File: src/rtl/roi_peak_locator_pkg.sv
// Shared state encoding and sizing helpers for the ROI peak locator.
// Imported by the interface, the lane tree and the top level.
package peak_pkg;

    typedef enum logic [1:0] {
        IDLE,
        ACCUM,
        DRAIN,
        DONE
    } state_t;

    function automatic int lane_bits(input int n);
        return (n > 1) ? $clog2(n) : 1;
    endfunction

    function automatic int pos_bits(input int roi);
        return (roi > 1) ? $clog2(roi) : 1;
    endfunction

endpackage

File: src/rtl/roi_peak_locator_if.sv
// Sample stream in, peak result out, for the ROI peak locator.
// master = producer/consumer side, slave = the locator.
interface roi_peak_locator_if
    import peak_pkg::*;
#(
    parameter int ROI_SIZE      = 470,
    parameter int WIDTH         = 28,
    parameter int NUM_PER_CYCLE = 10
) ();
    localparam int PB = pos_bits(ROI_SIZE);

    logic                                  din_valid;
    logic [NUM_PER_CYCLE-1:0][WIDTH-1:0]   din;
    logic                                  din_ready;
    logic signed [WIDTH-1:0]               peak_val;
    logic [PB-1:0]                         peak_row;
    logic [PB-1:0]                         peak_col;
    logic                                  peak_valid;

    modport master (
        output din_valid, din,
        input  din_ready, peak_val, peak_row, peak_col, peak_valid
    );

    modport slave (
        input  din_valid, din,
        output din_ready, peak_val, peak_row, peak_col, peak_valid
    );
endinterface

File: src/rtl/roi_peak_locator_tree.sv
// Pipelined signed argmax over the lanes of one beat, one register per level.
// Valid and side-band ride along; needs NUM_PER_CYCLE >= 2.
module max_index_tree
    import peak_pkg::*;
#(
    parameter int NUM_PER_CYCLE = 10,
    parameter int WIDTH         = 28,
    parameter int SB_BITS       = 18
) (
    input  logic                                clk,
    input  logic                                rst,
    input  logic                                clk_en,
    input  logic                                in_valid,
    input  logic [NUM_PER_CYCLE-1:0][WIDTH-1:0] din,
    input  logic [SB_BITS-1:0]                  in_sb,
    output logic                                out_valid,
    output logic signed [WIDTH-1:0]             out_val,
    output logic [lane_bits(NUM_PER_CYCLE)-1:0] out_lane,
    output logic [SB_BITS-1:0]                  out_sb
);
    localparam int L  = $clog2(NUM_PER_CYCLE);
    localparam int LB = lane_bits(NUM_PER_CYCLE);

    typedef struct packed {
        logic signed [WIDTH-1:0] val;
        logic [LB-1:0]           lane;
    } node_t;

    function automatic int nodes(input int s);
        return (NUM_PER_CYCLE + (1 << s) - 1) >> s;
    endfunction

    for (genvar s = 0; s < L; s++) begin : g_stage
        localparam int NI = nodes(s);
        localparam int NO = nodes(s + 1);

        node_t [NI-1:0]     src;
        node_t [NO-1:0]     win;
        node_t [NO-1:0]     node_q;
        logic               src_v;
        logic               v_q;
        logic [SB_BITS-1:0] src_sb;
        logic [SB_BITS-1:0] sb_q;

        if (s == 0) begin : g_in
            for (genvar i = 0; i < NI; i++) begin : g_lane
                assign src[i].val  = din[i];
                assign src[i].lane = LB'(i);
            end
            assign src_v  = in_valid;
            assign src_sb = in_sb;
        end else begin : g_chain
            assign src    = g_stage[s-1].node_q;
            assign src_v  = g_stage[s-1].v_q;
            assign src_sb = g_stage[s-1].sb_q;
        end

        for (genvar j = 0; j < NO; j++) begin : g_node
            if (2 * j + 1 < NI) begin : g_cmp
                // Upper child must be strictly greater: lower lane wins ties.
                assign win[j] = ($signed(src[2*j+1].val) > $signed(src[2*j].val))
                              ? src[2*j+1] : src[2*j];
            end else begin : g_fwd
                assign win[j] = src[2*j];
            end
        end

        always_ff @(posedge clk or posedge rst) begin
            if (rst) begin
                v_q <= 1'b0;
            end else if (clk_en) begin
                v_q <= src_v;
            end
        end

        always_ff @(posedge clk) begin
            if (clk_en) begin
                node_q <= win;
                sb_q   <= src_sb;
            end
        end
    end

    assign out_valid = g_stage[L-1].v_q;
    assign out_val   = g_stage[L-1].node_q[0].val;
    assign out_lane  = g_stage[L-1].node_q[0].lane;
    assign out_sb    = g_stage[L-1].sb_q;

endmodule

File: src/rtl/roi_peak_locator.sv
// Streaming argmax over one ROI frame; reports value and (row, col).
// FSM, raster counters, running max and result registers.
module roi_peak_locator
    import peak_pkg::*;
#(
    parameter int ROI_SIZE      = 470,
    parameter int WIDTH         = 28,
    parameter int NUM_PER_CYCLE = 10
) (
    input  logic              clk,
    input  logic              rst,
    input  logic              clk_en,
    roi_peak_locator_if.slave bus
);
    localparam int L  = $clog2(NUM_PER_CYCLE);
    localparam int PB = pos_bits(ROI_SIZE);
    localparam int LB = lane_bits(NUM_PER_CYCLE);
    localparam int DB = $clog2(L + 2);

    localparam logic [PB-1:0] LAST_ROW   = PB'(ROI_SIZE - 1);
    localparam logic [PB-1:0] LAST_COL   = PB'(ROI_SIZE - NUM_PER_CYCLE);
    localparam logic [PB-1:0] STEP       = PB'(NUM_PER_CYCLE);
    localparam logic [DB-1:0] DRAIN_LAST = DB'(L);

    state_t                  state_q;
    state_t                  state_d;
    logic [PB-1:0]           row_q;
    logic [PB-1:0]           col_q;
    logic [DB-1:0]           drain_q;
    logic                    first_q;
    logic                    ready;
    logic                    fire;
    logic                    accept;
    logic                    last_beat;

    logic                    t_valid;
    logic signed [WIDTH-1:0] t_val;
    logic [LB-1:0]           t_lane;
    logic [2*PB-1:0]         t_sb;
    logic [PB-1:0]           t_row;
    logic [PB-1:0]           t_col;

    logic signed [WIDTH-1:0] max_val;
    logic [PB-1:0]           max_row;
    logic [PB-1:0]           max_col;

    assign fire          = bus.din_valid && ready;
    assign accept        = clk_en && fire;
    assign last_beat     = (row_q == LAST_ROW) && (col_q == LAST_COL);
    assign bus.din_ready = ready && !rst;
    assign {t_row, t_col} = t_sb;

    always_ff @(posedge clk or posedge rst) begin
        if (rst) begin
            state_q <= IDLE;
        end else if (clk_en) begin
            state_q <= state_d;
        end
    end

    always_comb begin
        state_d = state_q;
        ready   = 1'b0;
        unique case (state_q)
            IDLE: begin
                ready = 1'b1;
                if (fire) state_d = last_beat ? DRAIN : ACCUM;
            end
            ACCUM: begin
                ready = 1'b1;
                if (fire && last_beat) state_d = DRAIN;
            end
            DRAIN: begin
                if (drain_q == DRAIN_LAST) state_d = DONE;
            end
            DONE: begin
                state_d = IDLE;
            end
        endcase
    end

    always_ff @(posedge clk or posedge rst) begin
        if (rst) begin
            row_q   <= '0;
            col_q   <= '0;
            drain_q <= '0;
        end else if (clk_en) begin
            if (fire) begin
                if (col_q == LAST_COL) begin
                    col_q <= '0;
                    row_q <= (row_q == LAST_ROW) ? '0 : row_q + PB'(1);
                end else begin
                    col_q <= col_q + STEP;
                end
            end
            drain_q <= (state_q == DRAIN) ? drain_q + DB'(1) : '0;
        end
    end

    max_index_tree #(
        .NUM_PER_CYCLE (NUM_PER_CYCLE),
        .WIDTH         (WIDTH),
        .SB_BITS       (2 * PB)
    ) u_tree (
        .clk       (clk),
        .rst       (rst),
        .clk_en    (clk_en),
        .in_valid  (fire),
        .din       (bus.din),
        .in_sb     ({row_q, col_q}),
        .out_valid (t_valid),
        .out_val   (t_val),
        .out_lane  (t_lane),
        .out_sb    (t_sb)
    );

    // First tree result of a frame loads unconditionally, later ones only if larger.
    always_ff @(posedge clk or posedge rst) begin
        if (rst) begin
            first_q <= 1'b0;
            max_val <= '0;
            max_row <= '0;
            max_col <= '0;
        end else if (clk_en) begin
            if (accept && state_q == IDLE) begin
                first_q <= 1'b1;
            end else if (t_valid) begin
                first_q <= 1'b0;
            end
            if (t_valid && (first_q || t_val > max_val)) begin
                max_val <= t_val;
                max_row <= t_row;
                max_col <= t_col + PB'(t_lane);
            end
        end
    end

    always_ff @(posedge clk or posedge rst) begin
        if (rst) begin
            bus.peak_val   <= '0;
            bus.peak_row   <= '0;
            bus.peak_col   <= '0;
            bus.peak_valid <= 1'b0;
        end else if (clk_en) begin
            bus.peak_valid <= (state_q == DONE);
            if (state_q == DONE) begin
                bus.peak_val <= max_val;
                bus.peak_row <= max_row;
                bus.peak_col <= max_col;
            end
        end
    end

endmodule

File: src/flat_wrapper.sv
// flat-port wrapper written by rule: the top's interface ports become plain ports
module roi_peak_locator_flat import peak_pkg::*;
#(
    parameter int ROI_SIZE      = 470,
    parameter int WIDTH         = 28,
    parameter int NUM_PER_CYCLE = 10
)
  (clk, rst, clk_en, bus_din_valid, bus_din, bus_din_ready, bus_peak_val, bus_peak_row, bus_peak_col, bus_peak_valid);
  roi_peak_locator_if #(.ROI_SIZE(ROI_SIZE), .WIDTH(WIDTH), .NUM_PER_CYCLE(NUM_PER_CYCLE)) bus_i ();
  input  logic clk;
  input  logic rst;
  input  logic clk_en;
  input wire logic [$bits(bus_i.din_valid)-1:0] bus_din_valid;
  input wire logic [$bits(bus_i.din)-1:0] bus_din;
  output wire logic [$bits(bus_i.din_ready)-1:0] bus_din_ready;
  output wire logic [$bits(bus_i.peak_val)-1:0] bus_peak_val;
  output wire logic [$bits(bus_i.peak_row)-1:0] bus_peak_row;
  output wire logic [$bits(bus_i.peak_col)-1:0] bus_peak_col;
  output wire logic [$bits(bus_i.peak_valid)-1:0] bus_peak_valid;
  assign bus_i.din_valid = bus_din_valid;
  assign bus_i.din = bus_din;
  assign bus_din_ready = bus_i.din_ready;
  assign bus_peak_val = bus_i.peak_val;
  assign bus_peak_row = bus_i.peak_row;
  assign bus_peak_col = bus_i.peak_col;
  assign bus_peak_valid = bus_i.peak_valid;
  roi_peak_locator #(.ROI_SIZE(ROI_SIZE), .WIDTH(WIDTH), .NUM_PER_CYCLE(NUM_PER_CYCLE)) u_core (.clk(clk), .rst(rst), .clk_en(clk_en), .bus(bus_i));
endmodule
File: config.mk
export PLATFORM = sky130hd
export DESIGN_NAME = roi_peak_locator_flat
export DESIGN_NICKNAME = d
export VERILOG_FILES = /design/src/rtl/roi_peak_locator_pkg.sv /design/src/rtl/roi_peak_locator_if.sv /design/src/rtl/roi_peak_locator_tree.sv /design/src/rtl/roi_peak_locator.sv /design/src/flat_wrapper.sv
export SDC_FILE = /design/constraint.sdc
export NUM_CORES = 1
export LEC_CHECK = 0
export ABC_AREA = 1
export BUFFER_PORTS_ARGS = -buffer_cell sky130_fd_sc_hd__buf_2
export CAP_MARGIN = 5
export CORE_UTILIZATION = 50
export DETAILED_ROUTE_END_ITERATION = 8
export PLACE_DENSITY = 0.69
export SYNTH_ARGS = -nofsm -noshare
export SYNTH_HDL_FRONTEND = slang
export SYNTH_SLANG_ARGS = --single-unit
File: constraint.sdc
create_clock -name clk -period 4.46 [get_ports clk]
set_input_delay 0.669 -clock clk [delete_from_list [all_inputs] [get_ports clk]]
set_output_delay 0.669 -clock clk [all_outputs]
set_load 0.005 [all_outputs]
==> summary.txt <==
Pwr
  – Peak VDD IR: 0.350 mV
  – Pwr dens: 531 nW/um^2
  – Clock share of power: 26.5%
  – Sw power: 5.95 mW
  – Sw Share: 34.5%
  – Static Leak: 16.1 nW
  – Share of total power in sequential cells: 43.2%
  – Power share of the combinational group: 30.3%
  – P_int: ~11 mW

Layout
  – Commonest non-fill, non-tap cells in the layout: nand2_1, edfxtp_1, inv_1
  – Share of cells above drive strength 1: 15.7%
  – Fill cells: about 4900
  – Most common cell after layout, fill and taps aside: nand2_1
  – Synthesis-to-finish area growth: 14.2%
  – Finished Layout Cells: about 4000
  – NumNets Final: 3890

Floorplan
  – Core Region: 56400 um^2
  – Initial Util: 50.5%
  – I/O pin total: 332
  – Die area: 57900 um^2
  – Site Rows: 87
  – Chip Width: between 200 and 250 um
  – Chip Height: 241 um

Synth
  – Syn Nets: 3578
  – Mean Syn Cell Area: approximately 9.5 um^2
  – FF+latch count, synth: 514
  – Post-Synth Adder-Cell Area: 12.8%
  – Post-Syn Instances: 3002
  – Share of the synthesized area in the top cell type: 41.5%
  – Post-synthesis cell area: 28500 um^2
  – Synth area leaders: edfxtp_1, ha_1, nand2_1
  – Yosys cell types: 39
  – Post-Synth XOR/XNOR Area: less than 1%
  – Top_reg_cell synth: edfxtp_1
  – Ys async rst share: between 20% and 30%
  – Post-synthesis simple-gate area fraction: 22.4%
  – Post-synthesis mux area share: 0.751%
  – Largest family of logic cells by synthesized area: simple AND/OR/NAND/NOR gates
  – Seq/Total Area, Yosys: 52.1%
  – Ys Warns: 0
  – Compound-Gate Fraction of Synth Area: 4.40%
  – Area leader, netlist: edfxtp_1
  – Post-synth EDFFs: 394

Global routing
  – GR Overflow Total: 0
  – Largest net degree at the start of global routing: around 180
  – Number of global-route vias before repair: 21000
  – GRT Total Usage: a little under a quarter
  – Initial antenna violation count: 3
  – First-pass GRT wire length: roughly 110 mm

Setup path
  – Crit path buf inv count: 1
  – Crit Path Class: reg2reg
  – CP max FO: 22
  – Arrival time worst endpoint: 3.76 ns
  – CP Data Required Time: 4.88 ns
  – Crit-path max cell delay: between 0.7 and 0.8 ns
  – Cell at the slowest stage of the critical path: nand4_1
  – Critical path cell sequence: ha_1 > nand4_1 > nor3_1 > and3_1 > nand4_1 > nand2_1 > buf_4 > nand2_1 > nand2_1
  – Worst path top cell family by delay: simple AND/OR/NAND/NOR gates
  – Critical Path Sink Type: flip-flop
  – Startpoint Class: flip-flop
  – Most used cell, CP: nand2_1

Timing
  – RSZ-0062 raised after global routing: false
  – Least-Margin Pin Slew: 1.16 ns
  – Final setup vio count: 0
  – Fmax: 300 MHz
  – Post-layout min period: approximately 3.3 ns
  – Hold_ws: 0.236 ns
  – Post-Route Skew: 0.0208 ns
  – Final hold viol count: 0
  – Final-report max-slew violation count: 0
  – Post-Route Setup TNS: 0 ns
  – Slew HR: 22.3%
  – Period utilisation layout: approximately 75%

Drt
  – DR WL/cell: 16.5 um
  – DRC: 0
  – Final wirelength: 67.9 mm
  – Total number of vias: approximately 22000
  – Via/cell ratio: 5.27
  – Iteration-0 DRC Markers: ~1500
  – Drt pass-1 iters: 6
  – Final antenna-violating net count: 0

Clock tree
  – Post-CTS Hold Fix Bufs: 0
  – Clk Latency, worst-skew pair: 0.61 ns
  – Clock sinks: 514
  – Longest Clk Path Bufs: 3
  – CTS tree: yes
  – # H-tree levels: 2
  – Post-CTS Resized: 0
  – Postcts setup bufs: 0
  – CTS buffer count: 53
  – Root buf cell: clkbuf_16
  – Register clock-pin slew on the reported worst setup and hold paths: 0.06 ns

Min path
  – Worst hold path class: in2async

Status
  – Status: completed

Placed design
  – DP Cell Count: 4015
  – RePlAce Congestion: 0.945
  – PortBufs: 331
  – DP HPWL: around 52 mm

Run
  – Max capacitance violation total: 0
-- per-layer routing --
metal / vias up / track usage [%] / wire [um]
li1: 10700 / - / -
met1: 10200 / 30.4 / 29100
met2: 625 / 40.9 / 33900
met3: 107 / 2.57 / 3090
met4: 0 / 7.57 / 1680
met5: - / 0 / 0
-- worst paths after layout --
check | endpoint | slack [ns] | from | depth (start not counted)
worst max-delay path | u_core.u_tree.g_stage[1].node_q[27] | 1.13 | u_core.u_tree.g_stage[0].node_q[63] | 9
worst min-delay path | u_core.state_q[0] | 0.24 | rst | 2
worst max register to register | u_core.u_tree.g_stage[1].node_q[27] | 1.13 | u_core.u_tree.g_stage[0].node_q[63] | 9
worst min register to register | u_core.u_tree.g_stage[1].node_q[75] | 0.40 | u_core.u_tree.g_stage[0].node_q[139] | 0
max in group asynchronous | u_core.bus.peak_val[22] | 3.28 | rst | 3
min in group clk | u_core.u_tree.g_stage[0].node_q[135] | 0.35 | bus_din[227] | 3
-- flip-flops by register name, summed over array words and instances, names as in the netlist, 17 cells and up --
name	cells
u_core.bus.peak_val	28
u_core.max_val	28
u_core.u_tree.g_stage.node_q	294
u_core.u_tree.g_stage.sb_q	51
u_core.u_tree.out_sb	17
u_core.u_tree.out_val	28
-- worst register-to-register path, delay by kind of cell, from the launching register on --
| family | cells | cell delay, ns |
|---|---|---|
| AND/OR/NAND/NOR | 7 | 1.98 |
| flip-flops | 1 | 0.49 |
| adder cells (fa/ha/maj) | 1 | 0.40 |
| buffers and inverters | 1 | 0.28 |
-- stage by stage --
stage	instance area [um^2]	util (%)	total power [mW]	setup slack, ns
2_1_floorplan	28500	-	11.2	0.605
3_3_place_gp	30700	54.4	12.5	1.32
3_5_place_dp	30700	54.4	12.8	1.23
4_1_cts	32500	57.7	17.4	1.20
5_1_grt	32500	57.7	18.5	0.850
6_report	32500	57.7	17.3	1.13
-- power by group through the flow --
| stage | logic, mW | clock network [mW] | registers (mW) |
|---|---|---|---|
| 3_5_place_dp | 5.23 | 0 | 7.55 |
| 2_1_floorplan | 3.96 | 0 | 7.21 |
| 6_report | 5.23 | 4.58 | 7.46 |
| 5_1_grt | 6.01 | 4.88 | 7.58 |
| 4_1_cts | 5.26 | 4.69 | 7.46 |
| 3_3_place_gp | 5.02 | 0 | 7.50 |
-- synthesized netlist by cell type (3+ instances only) --
| cell type | number |
|---|---|
| nand4_1 | 96 |
| o21ai_0 | 77 |
| nor4_2 | 3 |
| nand2_1 | 904 |
| mux2_2 | 19 |
| nor2_1 | 98 |
| nand3b_1 | 7 |
| o21a_1 | 14 |
| nand3_1 | 249 |
| a21oi_1 | 140 |
| clkbuf_1 | 33 |
| buf_2 | 39 |
| inv_1 | 377 |
| dfrtp_1 | 120 |
| buf_12 | 5 |
| and3_1 | 3 |
| nand3_2 | 37 |
| nor3b_1 | 5 |
| xor2_1 | 5 |
| nor2_2 | 3 |
| nor4_1 | 4 |
| edfxtp_1 | 394 |
| nor3_1 | 25 |
| buf_4 | 28 |
| ha_1 | 292 |
| buf_6 | 5 |
-- cells by family (layout without fill, tap and decap cells) --
logic type,Yosys count,count (layout)
buffers and inverters,490,846
other,0,3
muxes,19,19
AOI/OAI and AO/OA,240,240
DFF,514,514
and+or+nand+nor,1442,1442
xor gates and xnor gates,5,5
adders and majority gates,292,292
-- final cells by class --
cell class / count / area [um^2] / share of cell area [%]
timing repair buffer: 368 / 1960 / 6.01
tap: 756 / 946 / 2.91
antenna: 3 / 7.51 / 0.0231
multi-input combinational: 1998 / 11500 / 35.5
clock buffer: 72 / 1450 / 4.45
sequential: 514 / 14800 / 45.6
inverter: 379 / 1430 / 4.38
clock inverter: 27 / 383 / 1.18
Power figures use the tool's default switching activity.
